## config.mk

```make
export PLATFORM = sky130hd
export DESIGN_NAME = retime_debounce_edge
export DESIGN_NICKNAME = d
export VERILOG_FILES = /design/src/rtl/retime_debounce_edge_pkg.sv /design/src/rtl/retime_debounce_channel.sv /design/src/rtl/retime_debounce_edge.sv
export SDC_FILE = /design/constraint.sdc
export NUM_CORES = 1
export LEC_CHECK = 0
export ABC_CLOCK_PERIOD_IN_PS = 1120
export CELL_PAD_IN_SITES_DETAIL_PLACEMENT = 0
export CELL_PAD_IN_SITES_GLOBAL_PLACEMENT = 1
export CORE_AREA = 3 3 40 42
export DETAILED_ROUTE_END_ITERATION = 16
export DIE_AREA = 0 0 43 45
export PLACE_DENSITY_LB_ADDON = 0.1
export SLEW_MARGIN = 15
export SYNTH_ARGS = -nofsm -noshare
export SYNTH_HDL_FRONTEND = slang
export SYNTH_SLANG_ARGS = --single-unit
```

## constraint.sdc

```tcl
create_clock -name clk -period 1.12 [get_ports clk]
set_input_delay 0.28 -clock clk [delete_from_list [all_inputs] [get_ports clk]]
set_output_delay 0.28 -clock clk [all_outputs]
set_load 0.02 [all_outputs]
```

## src/rtl/retime_debounce_edge_pkg.sv

```systemverilog
// rtl/retime_debounce_edge_pkg.sv - shared constants, types and helpers for the debounce block
package retime_debounce_edge_pkg;

    localparam int unsigned SYNC_STAGES_MIN = 2;
    localparam int unsigned SYNC_STAGES_MAX = 8;
    localparam int unsigned DEBOUNCE_MIN    = 1;
    localparam int unsigned DEBOUNCE_MAX    = 65535;

    typedef enum logic [1:0] {
        CNT_CLEAR  = 2'd0,
        CNT_INC    = 2'd1,
        CNT_ACCEPT = 2'd2
    } cnt_action_e;

    function automatic int unsigned clog2(input int unsigned value);
        int unsigned result;
        result = 0;
        for (int i = 0; i < 32; i++) begin
            if ((64'd1 << i) < 64'(value)) begin
                result = i + 1;
            end
        end
        return result;
    endfunction

    // Counter must hold 0..Debounce_Count; never narrower than one bit.
    function automatic int unsigned cnt_width(input int unsigned debounce_count);
        int unsigned w;
        w = clog2(debounce_count + 1);
        return (w < 1) ? 1 : w;
    endfunction

endpackage

```

## src/rtl/retime_debounce_channel.sv

```systemverilog
// rtl/retime_debounce_channel.sv - one channel: synchroniser, debounce counter, edge pulses, sticky flag
module retime_debounce_channel
    import retime_debounce_edge_pkg::*;
#(
    parameter int unsigned Sync_Stages    = 2,
    parameter int unsigned Debounce_Count = 4
) (
    input  logic clk,
    input  logic sres,
    input  logic async_in,
    input  logic event_clr,
    output logic sync_out,
    output logic filt_out,
    output logic rise_pulse,
    output logic fall_pulse,
    output logic trans_pulse,
    output logic event_sticky
);

    localparam int unsigned     CntW    = cnt_width(Debounce_Count);
    localparam logic [CntW-1:0] CntLast = CntW'(Debounce_Count - 1);

    logic [Sync_Stages-1:0] sync_q;
    logic [CntW-1:0]        cnt_q;
    logic [CntW-1:0]        cnt_next;
    logic                   filt_q;
    logic                   filt_next;
    logic                   filt_delay_q;
    logic                   sticky_q;
    logic                   sticky_next;
    cnt_action_e            action;

    always_ff @(posedge clk) begin
        if (sres) begin
            sync_q <= '0;
        end else begin
            sync_q <= {sync_q[Sync_Stages-2:0], async_in};
        end
    end

    assign sync_out = sync_q[Sync_Stages-1];

    // Accepting on the last count step and clearing at the same edge keeps the counter from wrapping.
    always_comb begin
        action = CNT_CLEAR;
        if (sync_out != filt_q) begin
            action = (cnt_q == CntLast) ? CNT_ACCEPT : CNT_INC;
        end
    end

    always_comb begin
        cnt_next  = '0;
        filt_next = filt_q;
        unique case (action)
            CNT_INC:    cnt_next  = cnt_q + CntW'(1);
            CNT_ACCEPT: filt_next = sync_out;
            default:    ;
        endcase
    end

    assign rise_pulse  = filt_q & ~filt_delay_q;
    assign fall_pulse  = ~filt_q & filt_delay_q;
    assign trans_pulse = rise_pulse | fall_pulse;

    // A transition in the same cycle as a clear keeps the flag set.
    assign sticky_next = trans_pulse | (sticky_q & ~event_clr);

    always_ff @(posedge clk) begin
        if (sres) begin
            cnt_q        <= '0;
            filt_q       <= 1'b0;
            filt_delay_q <= 1'b0;
            sticky_q     <= 1'b0;
        end else begin
            cnt_q        <= cnt_next;
            filt_q       <= filt_next;
            filt_delay_q <= filt_q;
            sticky_q     <= sticky_next;
        end
    end

    assign filt_out     = filt_q;
    assign event_sticky = sticky_q;

endmodule

```

## src/rtl/retime_debounce_edge.sv

```systemverilog
// rtl/retime_debounce_edge.sv - multi-channel retime, debounce and edge-detect top
module retime_debounce_edge
    import retime_debounce_edge_pkg::*;
#(
    parameter int unsigned Width          = 1,
    parameter int unsigned Sync_Stages    = 2,
    parameter int unsigned Debounce_Count = 4
) (
    input  logic             clk,
    input  logic             sres,
    input  logic [Width-1:0] Async_In,
    input  logic [Width-1:0] Event_Clr,
    output logic [Width-1:0] Sync_Out,
    output logic [Width-1:0] Filt_Out,
    output logic [Width-1:0] Rise_Pulse_Out_d,
    output logic [Width-1:0] Fall_Pulse_Out_d,
    output logic [Width-1:0] Trans_Pulse_Out_d,
    output logic [Width-1:0] Event_Sticky
);

    if (Sync_Stages < SYNC_STAGES_MIN || Sync_Stages > SYNC_STAGES_MAX) begin : g_bad_sync_stages
        $error("Sync_Stages out of range 2..8");
    end

    if (Debounce_Count < DEBOUNCE_MIN || Debounce_Count > DEBOUNCE_MAX) begin : g_bad_debounce_count
        $error("Debounce_Count out of range 1..65535");
    end

    if (Width < 1) begin : g_bad_width
        $error("Width must be at least 1");
    end

    for (genvar i = 0; i < Width; i++) begin : g_ch
        retime_debounce_channel #(
            .Sync_Stages    (Sync_Stages),
            .Debounce_Count (Debounce_Count)
        ) u_ch (
            .clk          (clk),
            .sres         (sres),
            .async_in     (Async_In[i]),
            .event_clr    (Event_Clr[i]),
            .sync_out     (Sync_Out[i]),
            .filt_out     (Filt_Out[i]),
            .rise_pulse   (Rise_Pulse_Out_d[i]),
            .fall_pulse   (Fall_Pulse_Out_d[i]),
            .trans_pulse  (Trans_Pulse_Out_d[i]),
            .event_sticky (Event_Sticky[i])
        );
    end

endmodule

```

== Word level (Yosys, flattened, before mapping) ==
Index checks and enable logic that the tools add are counted.

* Register bits after elaboration: 8
* Output and inout port bits: 6
* Logic and storage cells: 22

* $add $sub $neg: 1
* Equal/unequal tests: 4
* Multiplexer cells: 2
* Bitwise operators: 9
* Reduce and logical (&&, ||, !) cells: 1

{| class="wikitable"
|+ Operators by type and width
! kind !! count
|-
| two-way mux 2 bit || 2
|-
| NOT 1 bit || 4
|-
| adder 3 x 1 -> 3 bit, second input constant || 1
|-
| AND 1 bit || 3
|-
| == test 3 x 2 -> 1 bit, second input constant || 1
|-
| == test 2 x 1 -> 1 bit, second input constant || 1
|-
| == test 2 bit, second input constant || 1
|-
| bitwise OR 1 bit || 2
|-
| OR reduction 2 bit || 1
|-
| inequality test 1 bit || 1
|}

== Logic depth before layout (Yosys ltp) ==
* Depth after elaboration: 6
* Mapped depth: 4

== Worst setup path after synthesis ==
Ideal clock, no wire load.

* Kind: register to output
* Start point: register g_ch[0].u_ch.filt_q
* End point: output port Trans_Pulse_Out_d
* Arrival time: 1.033 ns
* Data required time: 0.840 ns
* Setup slack: -0.193 ns
* Stages on the path, launching flop included: 4
* Buffers on the path: 0
* Path through: dfxtp_1 inv_1 ha_1 inv_1

* Cells in the longest elaborated chain, start to end: 3
* Elaborated cells on any way between the ends: 4
* Classes of those cells: bitwise (4)

{| class="wikitable"
|+ RTL lines
! element !! RTL line !! source
|-
| start, declared || retime_debounce_channel.sv:26 || <nowiki>logic filt_q;</nowiki>
|-
| start signal, assigned || retime_debounce_channel.sv:76 || <nowiki>filt_q <= filt_next;</nowiki>
|-
| NOT 1 bit || retime_debounce_channel.sv:62 || <nowiki>assign fall_pulse = ~filt_q & filt_delay_q;</nowiki>
|-
| AND 1 bit || retime_debounce_channel.sv:62 ||
|-
| bitwise OR 1 bit * || retime_debounce_channel.sv:63 || <nowiki>assign trans_pulse = rise_pulse | fall_pulse;</nowiki>
|-
| end, declared || retime_debounce_edge.sv:17 || <nowiki>output logic [Width-1:0] Trans_Pulse_Out_d,</nowiki>
|}

Every way passes the cells marked *; elsewhere a longest branch is shown, timed or not.

== Final worst setup path ==
Ends and elaborated chain as after synthesis.

==> reports/results.ini <==
[sta]
post-route-period-util_pct = 118
finalSetupViolations = 4
min_period_ns = 1.32
finalHoldViolations = 0
slew_viol_final = 0
finClkSkew_ns = 0.00380
rsz0062_at_grt = yes
layout_setup_ws_ns = -0.202
slew-limit-headroom_pct = 73.6
tightest_slew_ns = 0.392
max_freq_mhz = 756

[detailed_routing]
wl_um = 523
detail-route-antenna-nets = 0
drc = 0
drt_iter0_drc = 0
drtPass1Iterations = 1
viasPerCell = 3.95
wire_per_inst_um = 8.86
num_vias = 233

[critical_path]
cp_data_required_time_ns = 0.84
r2r_slack_ns = 0.09
rr_worst_depth = 4
crit_path_top_delay_cell = dfxtp_4
worst_path_most_repeated_cell = inv_2
crit_family = flip-flops
critical_path.cell_chain = inv_2 > ha_4 > inv_2 > buf_6
cp.arrival_ns = 1.04
worstSetupPathType = reg2out
max_stage_delay_ns = 0.34
start_kind = register
crit_path_end_kind = output port
cp.buffers_inverters = 3
path_max_fanout = 2
cp_num_cells = 4

[floorplan]
coreArea_um2 = 1280
die_h_um = 45
num_rows = 13
die_area_um2 = 1940
io_pins = 10
initial_core_util_pct = 23.6
die_w_um = 43

[clock_network]
cts.clk_slew.worst_paths_ns = 0.06
cts_made_buffers = 3
htree_levels = 1
clk_latency_ns = 0.25
ctsHoldBuffers = 0
cts_root_buf = clkbuf_4
cts_buffer_depth = 2
clock_sinks = 8
cts_tree = built

[yosys]
ys_types = 11
synth_cells = 27
syn_avg_cell_area_um2 = 11.2
netlist_top_cells_area = dfxtp_1, ha_1, inv_1
synth_top_area_share_pct = 52.9
ys_warn_count = 0
syn_nets = 35
seq_area_frac_synth_pct = 52.9
synth_top_area_cell = dfxtp_1
synth_area_um2 = 303
ys_ff_latch = 8

[placement]
gp_congestion = 0.620
hpwlAfterDp_um = 425
post-place-cells = 55
dpl-instance-area_um2 = 445
io_buffer_count = 9

[layout]
final_cell_area_um2 = 509
syn2layout_area_growth_pct = 68.2
nFillCells = 133
final_cell_mix = dfxtp_1, buf_6, buf_4, clkbuf_4, clkdlybuf4s50_1
num_antenna_cells = 0
nets = 53
final_common_cell = dfxtp_1
drive_above_1_share_pct = 52.3
stdcell_count = 59

[grt]
grtUsageTotal_pct = 6.52
grt_max_degree = 7
grt_pass1_vias = 229
grt-ovfl-total = 0
grt_pass1_wl_um = 897
antenna_found_initial = 0

[outcome]
status = complete, but fails checks
violations = setup timing

[pwr]
power.share.sequential_pct = 51.8
p_int_mw = 0.444
pwr-share-comb_pct = 5.9
p_leak_nw = 0.201
ir_worst_vdd_v = 0.000508
powerDensity_nw_per_um2 = 1090
power.switching_mw = 0.114
switching_share_pct = 20.4
clkPwrFrac_pct = 42.3

[hold_path]
hold_class = reg2reg
hold_depth = 1

[job]
timing.max_cap.violations = 0

## layout make-up
type / instances / area (µm²) / area share [%]
multi-input combinational: 15 / 170 / 33.4
tap: 15 / 18.8 / 3.69
timing repair buffer: 13 / 115 / 22.6
clock buffer: 4 / 26.3 / 5.16
sequential: 8 / 164 / 32.2
inverter: 4 / 15.0 / 2.95
## Yosys cell counts, drive strengths merged
| library cell | count |
|---|---|
| a21oi | 1 |
| mux2i | 1 |
| xnor2 | 1 |
| inv | 4 |
| nand2b | 1 |
| dfxtp | 8 |
| nor2b | 2 |
| nor2 | 2 |
| ha | 4 |
| nor4b | 1 |
| nor4 | 2 |
## power by group through the flow
stage                     Clock [mW]  Sequential (mW)  Combinational [mW]
after floorplan                    0            0.297             0.00606
after global placement             0            0.294              0.0332
after detailed placement           0            0.295              0.0333
after CTS                      0.246            0.288              0.0329
after global routing           0.257            0.289              0.0365
final                          0.236            0.288              0.0330
## through the flow
| stage | setup WS (ns) | total power [mW] | hold WS, ns | util (%) | TNS [ns] |
|---|---|---|---|---|---|
| 3_5_place_dp | -0.470 | 0.328 | 0.433 | 34.7 | -1.94 |
| 6_report | -0.202 | 0.557 | 0.433 | 39.6 | -0.489 |
| 4_1_cts | -0.213 | 0.567 | 0.441 | 38.2 | -0.525 |
| 2_1_floorplan | 0.00973 | 0.303 | 0.343 | - | 0 |
| 5_1_grt | -0.229 | 0.582 | 0.456 | 39.6 | -0.590 |
| 3_3_place_gp | -0.454 | 0.328 | 0.417 | 34.7 | -1.88 |
## worst register-to-register path, stage by stage, from the launching register on
cell     delay (ns)
dfxtp_1        0.35
ha_2           0.20
ha_4           0.16
mux2i_1        0.18
nor2_1         0.05
## cell families after synthesis
family	after synthesis	synth area share, %
simple gates	8	17.8
flops	8	52.9
buf+inv	4	4.96
fa+ha+maj	4	16.5
compound gates	1	1.65
xor+xnor	1	2.89
mux	1	3.31
## worst paths after layout
| path | start | to |
|---|---|---|
| worst max-delay path | g_ch[0].u_ch.filt_out$_SDFFE_PP0N_ | Trans_Pulse_Out_d |
| worst min-delay path | g_ch[0].u_ch.sync_q[0]$_SDFF_PP0_ | g_ch[0].u_ch.sync_q[1]$_SDFF_PP0_ |
| worst min register to register | g_ch[0].u_ch.sync_q[0]$_SDFF_PP0_ | g_ch[0].u_ch.sync_q[1]$_SDFF_PP0_ |
| worst max register to register | g_ch[0].u_ch.cnt_q[0]$_SDFF_PP0_ | g_ch[0].u_ch.filt_out$_SDFFE_PP0N_ |
## sequential cells by signal, summed over array words and instances, names as in the netlist
| register | cells |
|---|---|
| g_ch.u_ch.filt_delay_q | 1 |
| g_ch.u_ch.event_sticky | 1 |
| g_ch.u_ch.cnt_q | 3 |
| g_ch.u_ch.sync_q | 2 |
| g_ch.u_ch.filt_out | 1 |
## per-layer routing
metal / up-vias / routed length, µm / GRT usage (%)
li1: 123 / - / -
met1: 102 / 240 / 7.54
met2: 8 / 243 / 9.58
met3: 0 / 39 / 2.39
met4: 0 / 0 / 5.42
met5: - / 0 / 0
## repair_timing
item,in CTS,in global routing
endpoints found under the setup margin,8,6
pin swaps,1,1
resized for setup,37,3
setup buffers,0,0
hold endpoints to repair,0,0
Power figures use the tool's default switching activity.
